<file path="config.mk">
export PLATFORM = sky130hd
export DESIGN_NAME = eth_tx_framer
export DESIGN_NICKNAME = d
export VERILOG_FILES = /design/src/rtl/eth_tx_framer_pkg.sv /design/src/rtl/eth_tx_framer_crc.sv /design/src/rtl/eth_tx_framer.sv
export SDC_FILE = /design/constraint.sdc
export NUM_CORES = 1
export LEC_CHECK = 0
export CAP_MARGIN = 20
export CORE_ASPECT_RATIO = 0.5
export CORE_UTILIZATION = 55
export CTS_CLUSTER_SIZE = 14
export DETAILED_ROUTE_END_ITERATION = 6
export PLACE_DENSITY = 0.78
export SYNTH_ARGS = -nofsm -noshare
export SYNTH_HDL_FRONTEND = slang
export SYNTH_SLANG_ARGS = --single-unit
</file>
<file path="constraint.sdc">
create_clock -name clk -period 3.7 [get_ports clk]
set_clock_uncertainty 0.05 [all_clocks]
set_input_delay 0.555 -clock clk [delete_from_list [all_inputs] [get_ports clk]]
set_output_delay 0.555 -clock clk [all_outputs]
set_load 0.05 [all_outputs]
</file>
<file path="src/rtl/eth_tx_framer_pkg.sv">
// Shared constants for the Ethernet transmit framer: GMII framing bytes,
// descriptor field positions and the CRC-32 byte-step helper.
package eth_tx_framer_pkg;

    localparam logic [7:0] ETH_PREAMBLE = 8'h55;
    localparam logic [7:0] ETH_SFD      = 8'hD5;

    localparam int DESC_FLUSH  = 31;
    localparam int DESC_FB_HI  = 23;
    localparam int DESC_FB_LO  = 16;
    localparam int DESC_CNT_HI = 11;
    localparam int DESC_CNT_LO = 0;

    localparam logic [31:0] CRC_INIT      = 32'hFFFFFFFF;
    localparam logic [31:0] CRC_POLY_REFL = 32'hEDB88320;
    localparam logic [31:0] CRC_RESIDUE   = 32'hC704DD7B;

    // Reflected CRC-32, one byte per call, data bits taken LSB first.
    function automatic logic [31:0] crc32_step(input logic [31:0] crc_in,
                                               input logic [7:0]  din);
        logic [31:0] c;
        c = crc_in ^ {24'h000000, din};
        for (int i = 0; i < 8; i++) begin
            c = c[0] ? ((c >> 1) ^ CRC_POLY_REFL) : (c >> 1);
        end
        return c;
    endfunction

endpackage

</file>
<file path="src/rtl/eth_tx_framer_crc.sv">
// Byte-wide registered CRC-32 (IEEE 802.3, reflected) used for the frame FCS.
module eth_crc32_d8
    import eth_tx_framer_pkg::*;
(
    input  logic        clk,
    input  logic        init,
    input  logic        en,
    input  logic [7:0]  din,
    output logic [31:0] crc
);

    logic [31:0] crc_q;

    always_ff @(posedge clk) begin
        if (init) begin
            crc_q <= CRC_INIT;
        end else if (en) begin
            crc_q <= crc32_step(crc_q, din);
        end
    end

    assign crc = crc_q;

endmodule

</file>
<file path="src/rtl/eth_tx_framer.sv">
// GMII transmit framer: descriptor + payload FIFOs in, preamble/SFD/payload/pad/FCS/IFG out.
// Optional statistics output tx_stats is enabled by defining ETH_TX_STATS_EN.
module eth_tx_framer
    import eth_tx_framer_pkg::*;
#(
    parameter int MIN_PAYLOAD = 60,
    parameter int IFG_CYCLES  = 12,
    parameter int CNT_W       = 12
)
(
    input  logic        clk,
    input  logic        reset,
    input  logic        send_info_empty,
    input  logic [31:0] send_info_dout,
    output logic        send_info_rd_en,
    input  logic        send_fifo_empty,
    input  logic [15:0] send_fifo_dout,
    output logic        send_rd_en,
    output logic [7:0]  gmii_txd,
    output logic        gmii_tx_en,
    output logic        gmii_tx_er,
    output logic        tx_busy,
    input  logic        clearErrors,
`ifdef ETH_TX_STATS_EN
    output logic [31:0] tx_stats,
`endif
    output logic        first_byte_error,
    output logic        underrun_error
);

    localparam logic [2:0] ST_IDLE     = 3'd0;
    localparam logic [2:0] ST_FLUSH    = 3'd1;
    localparam logic [2:0] ST_PREAMBLE = 3'd2;
    localparam logic [2:0] ST_SFD      = 3'd3;
    localparam logic [2:0] ST_DATA     = 3'd4;
    localparam logic [2:0] ST_PAD      = 3'd5;
    localparam logic [2:0] ST_FCS      = 3'd6;
    localparam logic [2:0] ST_IFG      = 3'd7;

    localparam logic [CNT_W-1:0] ONE      = CNT_W'(1);
    localparam logic [CNT_W-1:0] PRE_LAST = CNT_W'(6);
    localparam logic [CNT_W-1:0] MIN_P    = CNT_W'(MIN_PAYLOAD);
    localparam logic [CNT_W-1:0] PAD_LAST = CNT_W'(MIN_PAYLOAD - 1);
    // The IDLE cycle that follows supplies the final idle byte-time of the gap.
    localparam logic [CNT_W-1:0] IFG_LAST = CNT_W'(IFG_CYCLES - 2);

    logic [2:0]       state_q, state_d;
    logic [CNT_W-1:0] cnt_q, cnt_d;
    logic [CNT_W-1:0] popped_q, popped_d;
    logic [CNT_W-1:0] nbytes_q, nbytes_d;
    logic [CNT_W-1:0] nwords_q, nwords_d;
    logic [7:0]       fb_q, fb_d;
    logic             underrun_q, underrun_d;
    logic             fbe_q, fbe_d;
    logic             ure_q, ure_d;

    logic [CNT_W-1:0] desc_cnt;
    logic [CNT_W:0]   nb_plus1;
    logic [7:0]       byte_sel;
    logic [31:0]      crc;
    logic [31:0]      fcs;
    logic             avail, last_byte;
    logic             info_pop, data_pop;
    logic             crc_init, crc_en;
    logic             fbe_set, ure_set;
    logic             unused_bits;

    assign desc_cnt    = CNT_W'(send_info_dout[DESC_CNT_HI:DESC_CNT_LO]);
    assign nb_plus1    = {1'b0, desc_cnt} + {{CNT_W{1'b0}}, 1'b1};
    assign byte_sel    = cnt_q[0] ? send_fifo_dout[7:0] : send_fifo_dout[15:8];
    assign avail       = !send_fifo_empty && !underrun_q;
    assign last_byte   = (cnt_q == nbytes_q - ONE);
    assign fcs         = ~crc;
    assign unused_bits = ^{send_info_dout[30:24], send_info_dout[15:12], nb_plus1[0]};

    always_comb begin
        state_d    = state_q;
        cnt_d      = cnt_q;
        popped_d   = popped_q;
        nbytes_d   = nbytes_q;
        nwords_d   = nwords_q;
        fb_d       = fb_q;
        underrun_d = underrun_q;
        gmii_txd   = 8'h00;
        gmii_tx_en = 1'b0;
        gmii_tx_er = 1'b0;
        info_pop   = 1'b0;
        data_pop   = 1'b0;
        crc_init   = 1'b0;
        crc_en     = 1'b0;
        fbe_set    = 1'b0;
        ure_set    = 1'b0;
        case (state_q)
            ST_IDLE: begin
                if (!send_info_empty) begin
                    info_pop   = 1'b1;
                    nbytes_d   = desc_cnt;
                    nwords_d   = nb_plus1[CNT_W:1];
                    fb_d       = send_info_dout[DESC_FB_HI:DESC_FB_LO];
                    popped_d   = '0;
                    underrun_d = 1'b0;
                    cnt_d      = '0;
                    state_d    = send_info_dout[DESC_FLUSH] ? ST_FLUSH : ST_PREAMBLE;
                end
            end
            ST_FLUSH: begin
                if (popped_q >= nwords_q) begin
                    state_d = ST_IDLE;
                end else if (!send_fifo_empty) begin
                    data_pop = 1'b1;
                    popped_d = popped_q + ONE;
                    if (popped_q + ONE == nwords_q) state_d = ST_IDLE;
                end
            end
            ST_PREAMBLE: begin
                gmii_tx_en = 1'b1;
                gmii_txd   = ETH_PREAMBLE;
                if (cnt_q == PRE_LAST) begin
                    cnt_d   = '0;
                    state_d = ST_SFD;
                end else begin
                    cnt_d = cnt_q + ONE;
                end
            end
            ST_SFD: begin
                gmii_tx_en = 1'b1;
                gmii_txd   = ETH_SFD;
                crc_init   = 1'b1;
                cnt_d      = '0;
                state_d    = (nbytes_q == '0) ? ST_PAD : ST_DATA;
            end
            ST_DATA: begin
                gmii_tx_en = 1'b1;
                crc_en     = 1'b1;
                if (avail) begin
                    gmii_txd = byte_sel;
                    // Odd bytes, and the lone high byte of an odd-length tail, retire the word.
                    if (cnt_q[0] || last_byte) begin
                        data_pop = 1'b1;
                        popped_d = popped_q + ONE;
                    end
                    if (cnt_q == '0 && byte_sel != fb_q) fbe_set = 1'b1;
                end else begin
                    gmii_tx_er = 1'b1;
                    underrun_d = 1'b1;
                    ure_set    = 1'b1;
                end
                cnt_d = cnt_q + ONE;
                if (last_byte) begin
                    if (nbytes_q < MIN_P) begin
                        state_d = ST_PAD;
                    end else begin
                        cnt_d   = '0;
                        state_d = ST_FCS;
                    end
                end
            end
            ST_PAD: begin
                gmii_tx_en = 1'b1;
                crc_en     = 1'b1;
                if (cnt_q >= PAD_LAST) begin
                    cnt_d   = '0;
                    state_d = ST_FCS;
                end else begin
                    cnt_d = cnt_q + ONE;
                end
            end
            ST_FCS: begin
                gmii_tx_en = 1'b1;
                case (cnt_q[1:0])
                    2'd0:    gmii_txd = fcs[7:0];
                    2'd1:    gmii_txd = fcs[15:8];
                    2'd2:    gmii_txd = fcs[23:16];
                    default: gmii_txd = fcs[31:24];
                endcase
                if (cnt_q[1:0] == 2'd3) begin
                    cnt_d   = '0;
                    state_d = ST_IFG;
                end else begin
                    cnt_d = cnt_q + ONE;
                end
            end
            ST_IFG: begin
                if (cnt_q >= IFG_LAST) begin
                    cnt_d   = '0;
                    state_d = underrun_q ? ST_FLUSH : ST_IDLE;
                end else begin
                    cnt_d = cnt_q + ONE;
                end
            end
            default: state_d = ST_IDLE;
        endcase

        fbe_d = fbe_set ? 1'b1 : (clearErrors ? 1'b0 : fbe_q);
        ure_d = ure_set ? 1'b1 : (clearErrors ? 1'b0 : ure_q);
    end

    always_ff @(posedge clk) begin
        if (reset) begin
            state_q    <= ST_IDLE;
            cnt_q      <= '0;
            popped_q   <= '0;
            underrun_q <= 1'b0;
            fbe_q      <= 1'b0;
            ure_q      <= 1'b0;
        end else begin
            state_q    <= state_d;
            cnt_q      <= cnt_d;
            popped_q   <= popped_d;
            underrun_q <= underrun_d;
            fbe_q      <= fbe_d;
            ure_q      <= ure_d;
        end
    end

    always_ff @(posedge clk) begin
        nbytes_q <= nbytes_d;
        nwords_q <= nwords_d;
        fb_q     <= fb_d;
    end

    eth_crc32_d8 u_crc (
        .clk  (clk),
        .init (crc_init),
        .en   (crc_en),
        .din  (gmii_txd),
        .crc  (crc)
    );

    // FIFO pops are suppressed while reset is held so queued words survive.
    assign send_info_rd_en  = info_pop && !reset;
    assign send_rd_en       = data_pop && !reset;
    assign tx_busy          = (state_q != ST_IDLE);
    assign first_byte_error = fbe_q;
    assign underrun_error   = ure_q;

`ifdef ETH_TX_STATS_EN
    logic [15:0] num_sent_q;
    logic [7:0]  num_under_q;
    logic [7:0]  num_flush_q;
    logic        sent_inc, under_inc, flush_inc;

    assign sent_inc  = (state_q == ST_FCS) && (cnt_q[1:0] == 2'd3);
    assign under_inc = (state_q == ST_DATA) && send_fifo_empty && !underrun_q;
    assign flush_inc = (state_q == ST_IDLE) && !send_info_empty && send_info_dout[DESC_FLUSH];

    always_ff @(posedge clk) begin
        if (reset) begin
            num_sent_q  <= '0;
            num_under_q <= '0;
            num_flush_q <= '0;
        end else begin
            if (sent_inc)  num_sent_q  <= num_sent_q + 16'd1;
            if (under_inc) num_under_q <= num_under_q + 8'd1;
            if (flush_inc) num_flush_q <= num_flush_q + 8'd1;
        end
    end

    assign tx_stats = {num_flush_q, num_under_q, num_sent_q};
`endif

endmodule

</file>
==> results by group, run 1 <==
Route
  – Via density: ~6
  – Routed WL: about 16 mm
  – Vias: 5345
  – Pre-Repair DR Iteration Count: 5
  – Wire per inst: between 15 and 20 um
  – Antenna Nets Post-Route: 0
  – Iter 0 DRT Violations: between 300 and 400
  – DR DRC count: 0

Power and ir drop
  – Leak pwr: around 2.9 nW
  – Peak supply drop: 0.559 mV
  – Pwr per Cell Area: ~920 nW/um^2

Synth
  – Syn. warnings: 0
  – Post-synthesis mux area share: ~1.7%
  – Asr flop ratio synth: 0%
  – Top_reg_cell synth: dfxtp_1
  – Post-synth EDFFs: 32
  – Synth Instances: about 690
  – Synthesized-area fraction occupied by and/or/nand/nor cells: between 10% and 20%
  – Synth Area in Adders: roughly 3.9%
  – Register area share after synthesis: roughly a third
  – Main combinational cell family by area after synthesis: XOR/XNOR gates
  – Syn_nets: around 770
  – Xor and xnor area share after synthesis: 20.5%
  – Compound-Gate Fraction of Synth Area: between 15 and 20%
  – Mean Syn Cell Area: 9.27 sq um
  – Synth Cell Area: approximately 6400 sq um
  – Register bit total from synthesis: 94
  – Distinct cell type count after synthesis: between 70 and 80

Place
  – Buffers on Ports: 56
  – Final Wtd Congestion: 0.894
  – DP Cell Count: 899
  – Post-DP Area: 7200 sq um
  – Post-DP HPWL: roughly 11 mm

Floorplan
  – Die Ht: 78.4 um
  – Die Area: roughly 12000 sq um
  – Rows: 27
  – I/O pin cnt: between 60 and 70
  – Die Wd: 155 um
  – Starting Density: 57.4%
  – Placeable Area: 11200 sq um

Critical path
  – Max stage delay cell, worst path: edfxtp_1
  – Crit. End Element: output pin
  – Capture point of the worst reg-to-reg path: u_crc.crc[25]$_SDFFE_PP1P_
  – Critical Path Max Stage Delay: between 0.4 and 0.5 ns
  – Worst Path Max Fanout: 8
  – Critical path depth in cells: 11
  – Startpoint Class: flop
  – Crit path buf inv count: 2
  – Reg2reg path depth: 10
  – Critical path type: reg -> out
  – R2R Path Start: cnt_q[0]$_SDFFE_PP0P_
  – Crit path arrival time: 2.91 ns
  – Critical path's top delay family: compound AO/OA/AOI/OAI gates
  – R2r setup slk: 0.40 ns
  – Worst-path cell chain: inv_1, ha_2, nand2b_1, a21oi_1, a311o_1, a2111oi_2, o2111a_2, o21ba_2, nor2_1, nor2_2, buf_12
  – CP required: a little over 3 ns
  – Setup crit start: nbytes_q[0]$_DFFE_PP_

Clock network
  – Clock transition at path regs: 0.07 ns
  – CTS H-Tree Depth: 3
  – Num CTS Buffers: 9
  – CTS tree: built
  – Clk sink count: 94
  – Clock Tree Root: clkbuf_16
  – CTS Buffer Depth: 2
  – Clock Latency Late Sink: about 0.35 ns

Final layout
  – Fraction of layout cells with a size suffix above 1: between 10% and 20%
  – Filler cells: between 800 and 900
  – Final core occ: about 68%
  – Nets@finish: ~830
  – Antenna Cells: 0
  – Final Instance Area: between 7000 and 8000 sq um
  – Final std cells w/o fill: around 920
  – P&R area growth vs syn: 17.7%

Flow run
  – Maxcap violations: 0

Worst hold path
  – Type of the tightest min-delay check: reg -> reg
  – Hold path depth: 2
  – WHS Endpoint: underrun_error$_SDFFE_PP0P_
  – Hold path startpoint: underrun_error$_SDFFE_PP0P_

Global routing
  – Vias in the first global route: 5213
  – First-pass GRT wire length: approximately 26 mm
  – Largest net degree at the start of global routing: 64
  – Tot GR Track Use: 27.1%
  – Final global-route overflow total: 0
  – Initial antenna violation count: 0

STA
  – Fin crit period: around 3.5 ns
  – Final Hold Viols: 0
  – Setup TNS: 0 ns
  – Final Cycle Share: a little over nine tenths
  – Final Setup Violations: 0
  – Max-Slew Margin vs Limit: between 50% and 60%
  – Tightest Pin Transition: 0.622 ns
  – Max Clock Freq: roughly 280 MHz
  – Unrepaired setup endpoints after global routing: no
  – Slew Limit Fails: 0

Run status
  – Status: finished clean
==> state kept, by name (all words and copies together), names as in the netlist <==
name,flops
popped_q,12
state_q,3
u_crc.crc,32
nwords_q,12
underrun_q,1
first_byte_error,1
underrun_error,1
cnt_q,12
fb_q,8
nbytes_q,12
==> worst reg2reg max path: cells and delay by family (launching register included) <==
| kind | cells | cell delay (ns) |
|---|---|---|
| AO/OA/AOI/OAI | 2 | 0.57 |
| buffers and inverters | 1 | 0.20 |
| flip-flops | 1 | 0.34 |
| AND/OR/NAND/NOR | 2 | 0.28 |
| multiplexers | 1 | 0.15 |
| XOR/XNOR | 3 | 1.25 |
| adder cells (fa/ha/maj) | 1 | 0.34 |
==> layout make-up <==
class / instances / area [sq um] / area share, %
multi-input cells: 533 / 3960 / 52.4
clock inverters: 6 / 93.8 / 1.24
repair buffers: 79 / 738 / 9.76
inverters: 36 / 135 / 1.79
flip-flops and latches: 94 / 2200 / 29.1
clock buffers: 10 / 229 / 3.03
well taps: 159 / 199 / 2.63
==> through the flow <==
stage	hold slack, ns	worst slack (ns)	power, mW
finish	0.424	0.186	6.96
global route	0.462	0.00825	7.39
CTS	0.428	0.00284	6.95
detailed placement	0.417	0.246	5.89
global placement	0.411	0.324	5.81
floorplan	0.419	0.155	4.98
==> worst max path at each step <==
| stage | end | slack, ns |
|---|---|---|
| 2_1_floorplan | u_crc.crc[25]$_SDFFE_PP1P_ | 0.15 |
| 3_3_place_gp | send_rd_en | 0.32 |
| 3_5_place_dp | send_rd_en | 0.25 |
| 4_1_cts | send_rd_en | 0.003 |
| 5_1_grt | send_rd_en | 0.008 |
| 6_report | send_rd_en | 0.19 |
==> kinds of logic (layout without fill, tap and decap cells) <==
family | Yosys count | after routing
AO/OA/AOI/OAI | 145 | 145
XOR/XNOR | 127 | 127
adder cells (fa/ha/maj) | 20 | 20
buffers and inverters | 66 | 131
flip-flops | 94 | 94
multiplexers | 11 | 11
AND/OR/NAND/NOR | 230 | 230
==> cells in the final DEF, fill, tap and decap left out, types with 19 or more instances in the layout <==
cell and n:
a21oi_1 21, buf_4 29, clkdlybuf4s50_1 48, dfxtp_1 62, edfxtp_1 32, ha_1 19
inv_1 35, nand2_1 67, nand3_1 26, nor2_1 35, nor2b_1 24, o211ai_1 44
xnor2_1 71, xor2_1 37
==> synth_stat cells (3+ instances only) <==
cell / number / share of area (%)
xnor2_1: 71 / 9.7
nand2_1: 68 / 4.0
dfxtp_1: 62 / 19
o211ai_1: 44 / 5.1
xor2_1: 37 / 5.0
nor2_1: 36 / 2.1
inv_1: 35 / 2.0
edfxtp_1: 32 / 15
nand3_1: 26 / 2.0
nor2b_1: 24 / 2.3
clkbuf_1: 23 / 1.3
a21oi_1: 21 / 1.6
ha_1: 20 / 3.9
o21ai_0: 17 / 1.3
nand2b_1: 14 / 1.4
and3_1: 11 / 1.1
mux2i_1: 11 / 1.7
nand4_1: 10 / 0.97
nor3_1: 10 / 0.78
a211oi_1: 9 / 1.1
nor4_1: 8 / 0.78
a21o_1: 6 / 0.70
o41ai_1: 6 / 0.82
xor2_2: 6 / 1.5
or3_1: 5 / 0.49
xnor2_2: 5 / 1.3
a31oi_1: 4 / 0.39
buf_2: 4 / 0.31
o221ai_2: 4 / 0.94
or2_2: 4 / 0.39
xnor3_1: 4 / 1.4
o2111ai_1: 3 / 0.41
o22ai_1: 3 / 0.29
or4_1: 3 / 0.35
==> where the power goes <==
| part | total, mW | leakage, nW | internal, mW | switching [mW] |
|---|---|---|---|---|
| Combinational | 4.21 | 1.98 | 2.05 | 2.16 |
| Clock | 1.02 | 0.154 | 0.599 | 0.417 |
| Sequential | 1.73 | 0.815 | 1.39 | 0.338 |
| Total | 6.96 | 2.94 | 4.04 | 2.92 |
==> layer usage <==
| layer | share of wire, % | vias up | GRT usage, % |
|---|---|---|---|
| met5 | 0 | - | 0 |
| met4 | 2.3 | 0 | 10.5 |
| met3 | 5.4 | 37 | 5.63 |
| met2 | 49 | 154 | 46.8 |
| met1 | 44 | 2564 | 33.6 |
| li1 | - | 2590 | - |
==> repair_timing <==
item                                    CTS  global route
gates resized for setup                   2             2
endpoints found under the setup margin    1             1
pin swaps                                 0             1
hold buffers                              0             0
buffers inserted                          0             1
Power figures use the tool's default switching activity.
==> run 2: changes to the inputs <==
PLACE_DENSITY = unset   (was 0.78)
PLACE_DENSITY_LB_ADDON = 0.05   (was unset)
==> results by group, run 2 (synthesized netlist as in run 1, its figures left out) <==
Run status
  – Status: finished clean

STA
  – Fin crit period: 3.47 ns (-0.0463 ns)
  – Final Cycle Share: 93.7% (-1.3 points)
  – Final Hold Viols: 0 (unchanged)
  – Tightest Pin Transition: 0.736 ns (+0.114 ns)
  – Slew Limit Fails: 0 (unchanged)
  – Unrepaired setup endpoints after global routing: no
  – Setup WS post-layout: 0.232 ns (+0.0463 ns)
  – Final Setup Violations: 0 (unchanged)
  – Max-Slew Margin vs Limit: 50.8% (-7.5 points)
  – Setup TNS: 0 ns (unchanged)
  – Max Clock Freq: 288 MHz (+1.3%)

Critical path
  – Critical path type: reg -> out
  – Setup crit start: nbytes_q[0]$_DFFE_PP_
  – R2r setup slk: 0.45 ns (+0.05 ns)
  – Worst setup path endpoint: send_rd_en
  – CP required: 3.09 ns (about the same)
  – Worst Path Max Fanout: 8 (unchanged)
  – Crit. End Element: output pin
  – R2R Path Start: cnt_q[0]$_SDFFE_PP0P_
  – Startpoint Class: flop
  – Crit path arrival time: 2.86 ns (-0.05 ns)
  – Reg2reg path depth: 10 (unchanged)
  – Capture point of the worst reg-to-reg path: u_crc.crc[25]$_SDFFE_PP1P_

Floorplan
  – Die Area: 12100 sq um (unchanged)
  – Starting Density: 57.4% (unchanged)
  – I/O pin cnt: 68 (unchanged)
  – Die Wd: 155 um (unchanged)
  – Die Ht: 78.4 um (unchanged)
  – Placeable Area: 11200 sq um (unchanged)
  – Rows: 27 (unchanged)

Clock network
  – Num CTS Buffers: 9 (unchanged)
  – Clock Tree Root: clkbuf_16
  – Clock transition at path regs: 0.07 ns (about the same)
  – Clock Latency Late Sink: 0.35 ns (about the same)
  – Clk sink count: 94 (unchanged)
  – CTS tree: built
  – CTS Buffer Depth: 2 (unchanged)
  – CTS H-Tree Depth: 3 (unchanged)

Final layout
  – Final core occ: 67.3% (-0.30 points)
  – Max reg flops: 32 (unchanged)
  – Antenna Cells: 0 (unchanged)
  – Most frequent cells in the layout: xnor2_1 (71), nand2_1 (67), dfxtp_1 (62), clkdlybuf4s50_1 (47), o211ai_1 (44)
  – Most common cell after layout, fill and taps aside: xnor2_1
  – P&R area growth vs syn: 17.2%
  – Fraction of layout cells with a size suffix above 1: 11.5% (+0.26 points)
  – Nets@finish: 826 (unchanged)

Global routing
  – Final global-route overflow total: 0 (unchanged)
  – Largest net degree at the start of global routing: 41 (-36%)
  – Vias in the first global route: 5050 (-3.1%)
  – Tot GR Track Use: 26.8% (-0.33 points)
  – First-pass GRT wire length: 25.4 mm (-1.6%)
  – Initial antenna violation count: 0 (unchanged)

Route
  – Wire per inst: 16.6 um (-3.1%)
  – Antenna Nets Post-Route: 0 (unchanged)
  – Iter 0 DRT Violations: 344 (-7.5%)
  – Vias: 5231 (-2.1%)
  – Routed WL: 15.2 mm (-3.1%)
  – Via density: 5.70 (-2.1%)
  – Pre-Repair DR Iteration Count: 4 (-1)
  – DR DRC count: 0 (unchanged)

Power and ir drop
  – Peak supply drop: 0.498 mV (-11%)
  – Pwr per Cell Area: 915 nW/um^2 (-0.49%)
  – Leak pwr: 2.93 nW (-0.41%)

Place
  – Buffers on Ports: 56 (unchanged)
  – Final Wtd Congestion: 0.906 (+1.4%)
  – Pre-CTS setup slack: 0.253 ns (+0.00699 ns)
  – Post-DP HPWL: 11.2 mm (-0.64%)

Flow run
  – Maxcap violations: 0 (unchanged)

Worst hold path
  – Type of the tightest min-delay check: reg -> reg
-- run 2: per-layer routing --
metal	share of wire, %	vias to the layer above	global-route usage (%)
met5	0	-	0
met2	47	121	44.4
met3	4.4	19	5.14
li1	-	2602	-
met1	48	2489	35.8
met4	1.3	0	7.82
-- run 2: cell type report --
class                   instances  area (sq um)
multi-input cells             533          3960
fillers                       950          3650
flip-flops and latches         94          2200
repair buffers                 79           723
clock buffers                   9           225
well taps                     159           199
inverters                      36           135
clock inverters                 7          78.8
-- run 2: how the worst min path moves through the flow --
stage | slack, ns | to | cells after the start | from
finish | 0.42 | underrun_error$_SDFFE_PP0P_ | 2 | underrun_error$_SDFFE_PP0P_
global placement | 0.41 | underrun_error$_SDFFE_PP0P_ | 2 | underrun_error$_SDFFE_PP0P_
global route | 0.46 | first_byte_error$_SDFFE_PP0P_ | 2 | first_byte_error$_SDFFE_PP0P_
detailed placement | 0.41 | underrun_error$_SDFFE_PP0P_ | 2 | underrun_error$_SDFFE_PP0P_
floorplan | 0.42 | popped_q[0]$_SDFFE_PP0P_ | 1 | popped_q[0]$_SDFFE_PP0P_
CTS | 0.43 | underrun_error$_SDFFE_PP0P_ | 2 | underrun_error$_SDFFE_PP0P_
-- run 2: report_power, final --
group	total, mW	internal (mW)	leakage [nW]	switching [mW]
clock	0.965	0.532	0.147	0.432
combinational	4.22	2.05	1.97	2.18
sequential	1.70	1.39	0.815	0.311
total	6.89	3.97	2.93	2.92
-- run 2: per-stage QoR --
stage          std cells  power, mW  instance area, sq um  hold WS [ns]
2_1_floorplan        693       4.98                  6420         0.419
3_3_place_gp         900       5.87                  7210         0.410
3_5_place_dp         900       5.91                  7210         0.415
4_1_cts              916       6.92                  7510         0.425
5_1_grt              917       7.33                  7530         0.461
6_report             917       6.89                  7530         0.421
-- run 2: critical path: stages (launching register included) --
cell       delay [ns]
edfxtp_1         0.47
inv_1            0.10
ha_2             0.27
nand2b_1         0.15
a21oi_1          0.07
a311o_1          0.35
a2111oi_2        0.33
o2111a_2         0.30
o21ba_2          0.15
nor2_1           0.05
nor2_2           0.14
buf_12           0.15
-- run 2: what timing repair did --
action / CTS / global route
hold buffers: 0 / 0
pin swaps: 0 / 1
setup endpoints to repair: 1 / 1
setup buffers: 0 / 1
gates cloned: 0 / 0
resized for setup: 2 / 2
==> run 3: changes to the inputs <==
clock period = 4.27 ns   (was 3.7 ns; I/O delays follow)
==> results by group, run 3 (synthesized netlist as in run 1, its figures left out) <==
Run status
  – Status: finished clean

Route
  – Via density: 5.79 (+1.4%)
  – Antenna Nets Post-Route: 0 (unchanged)
  – Iter 0 DRT Violations: 393 (+14%)
  – DR DRC count: 0 (unchanged)
  – Vias: 5242 (+0.21%)
  – Routed WL: 15.5 mm (+1.6%)
  – Wire per inst: 17.1 um (+2.9%)
  – Pre-Repair DR Iteration Count: 4 (unchanged)

Critical path
  – Critical path type: reg -> out
  – Crit path buf inv count: 2 (unchanged)
  – Crit path arrival time: 3.35 ns (+0.49 ns)
  – Crit-path most repeated cell: nor2_1
  – Startpoint Class: flop
  – Crit. End Element: output pin
  – Worst-path cell chain: inv_1, ha_1, nand2b_1, a21oi_1, a311o_1, a2111oi_0, o2111a_1, o21ba_2, nor2_1, nor2_1, buf_4
  – Critical path's top delay family: compound AO/OA/AOI/OAI gates
  – CP required: 3.58 ns (+0.49 ns)
  – Worst Path Max Fanout: 10 (+2)
  – Critical Path Max Stage Delay: 0.47 ns (about the same)
  – Max stage delay cell, worst path: edfxtp_1

Clock network
  – CTS tree: built
  – Clock Latency Late Sink: 0.35 ns (about the same)
  – Post-CTS setup buffers: 0 (unchanged)
  – PostCTS Resize Cnt: 0 (-2)
  – CTS H-Tree Depth: 3 (unchanged)
  – Hold Buf Count CTS: 0 (unchanged)
  – Num CTS Buffers: 9 (unchanged)
  – Clock transition at path regs: 0.06 ns (about the same)
  – CTS Buffer Depth: 2 (unchanged)
  – Clock Tree Root: clkbuf_16
  – Clk sink count: 94 (unchanged)

STA
  – Unrepaired setup endpoints after global routing: no
  – WHS: 0.420 ns (-0.00181 ns)
  – Tightest Pin Transition: 0.667 ns (-0.0687 ns)
  – Final Hold Viols: 0 (unchanged)
  – Setup TNS: 0 ns (unchanged)
  – Slew Limit Fails: 0 (unchanged)
  – Max Clock Freq: 247 MHz
  – Final Setup Violations: 0 (unchanged)
  – Fin crit period: 4.04 ns
  – Max-Slew Margin vs Limit: 55.2% (+4.5 points)
  – Setup WS post-layout: 0.226 ns (-0.00650 ns)
  – Final Cycle Share: a little over nine tenths

Final layout
  – Final core occ: 66.7% (-0.58 points)
  – Max reg flops: 32 (unchanged)
  – Antenna Cells: 0 (unchanged)
  – Fraction of layout cells with a size suffix above 1: 8.30% (-3.2 points)
  – P&R area growth vs syn: 16.2%
  – Most frequent cells in the layout: xnor2_1 (71), nand2_1 (67), dfxtp_1 (62), clkdlybuf4s50_1 (55), o211ai_1 (44)
  – Nets@finish: 815 (-1.3%)
  – Most common cell after layout, fill and taps aside: xnor2_1
  – Filler cells: 949 (-0.11%)
  – Final std cells w/o fill: 906 (-1.2%)

Power and ir drop
  – Switching share of power: 42.1% (-0.25 points)
  – Part of the power in registers: 25.1% (+0.4 points)
  – Leak pwr: 2.88 nW (-1.8%)
  – Logic pwr share: 60.2% (-1.1 points)
  – Pwr per Cell Area: 793 nW/um^2 (-13%)
  – NetSw: 2.49 mW (-15%)
  – Int Pwr: 3.43 mW (-14%)
  – Clock power frac: 14.6% (+0.6 points)
  – Peak supply drop: 0.431 mV (-13%)

Global routing
  – First-pass GRT wire length: 25.5 mm (+0.46%)
  – GR Layer Usage met3: 4.80% (-0.33 points)
  – Final global-route overflow total: 0 (unchanged)
  – Most used routing layer: met2
  – Vias in the first global route: 5075 (+0.50%)
  – Tot GR Track Use: 26.8% (about the same)
  – Met2 GRT Util: 45.9% (+1.5 points)
  – Largest net degree at the start of global routing: 64 (+56%)
  – Initial antenna violation count: 0 (unchanged)
  – Met1 usage: 35.0% (-0.82 points)

Worst hold path
  – Type of the tightest min-delay check: reg -> reg

Floorplan
  – Rows: 27 (unchanged)
  – Die Ht: 78.4 um (unchanged)
  – I/O pin cnt: 68 (unchanged)
  – Starting Density: 57.4% (unchanged)
  – Die Wd: 155 um (unchanged)
  – Placeable Area: 11200 sq um (unchanged)
  – Die Area: 12100 sq um (unchanged)

Place
  – Pre-CTS setup slack: 0.627 ns (+0.374 ns)
  – DP Cell Count: 889 (-1.2%)
  – Post-DP HPWL: 11.3 mm (+0.76%)
  – Buffers on Ports: 56 (unchanged)
  – Final Wtd Congestion: 0.896 (-1.1%)

Flow run
  – Maxcap violations: 0 (unchanged)
==> run 3: cell types whose count changed in the layout (fill, tap and decap cells not counted), moves of 2 or more <==
cell / previous run / this run
buf_4: 31 / 12
inv_6: 3 / 1
clkdlybuf4s50_1: 47 / 55
clkinv_4: 2 / 0
==> run 3: worst paths after layout <==
check	start	end	slack (ns)	depth (start not counted)
worst max-delay path	nbytes_q[0]$_DFFE_PP_	send_rd_en	0.23	11
worst min-delay path	underrun_error$_SDFFE_PP0P_	underrun_error$_SDFFE_PP0P_	0.42	2
worst max register to register	cnt_q[0]$_SDFFE_PP0P_	u_crc.crc[25]$_SDFFE_PP1P_	0.66	10
worst min register to register	underrun_error$_SDFFE_PP0P_	underrun_error$_SDFFE_PP0P_	0.42	2
==> run 3: metrics by stage <==
step / power (mW) / instance area (sq um)
2_1_floorplan: 4.32 / 6420
3_3_place_gp: 4.98 / 7130
3_5_place_dp: 5.03 / 7130
4_1_cts: 5.93 / 7440
5_1_grt: 6.31 / 7460
6_report: 5.92 / 7460
==> run 3: power groups by stage <==
| stage | combinational [mW] | sequential (mW) | clock (mW) |
|---|---|---|---|
| detailed placement | 3.53 | 1.51 | 0 |
| global placement | 3.48 | 1.50 | 0 |
| finish | 3.57 | 1.49 | 0.866 |
| floorplan | 2.90 | 1.42 | 0 |
| CTS | 3.57 | 1.49 | 0.880 |
| global route | 3.87 | 1.52 | 0.919 |
==> run 3: worst register-to-register path: stages, from the launching register on <==
cell	delay [ns]
dfxtp_1	0.39
buf_4	0.25
ha_1	0.35
nor2b_1	0.19
o41ai_1	0.50
o221ai_2	0.20
xor2_2	0.36
xnor3_2	0.60
xor3_1	0.39
mux2i_1	0.16
nand2_1	0.06
==> run 3: final cells by class <==
type	count	area, sq um	share of cell area (%)
multi-input combinational	533	3950	53.0
sequential	94	2200	29.5
tap	159	199	2.67
clock buffer	10	229	3.07
clock inverter	6	85.1	1.14
timing repair buffer	68	661	8.85
inverter	36	135	1.81
==> run 3: routing by layer <==
layer,wire length (um),vias to the layer above
met2,7410,120
met1,7130,2532
li1,-,2571
met3,733,19
met5,0,-
met4,213,0
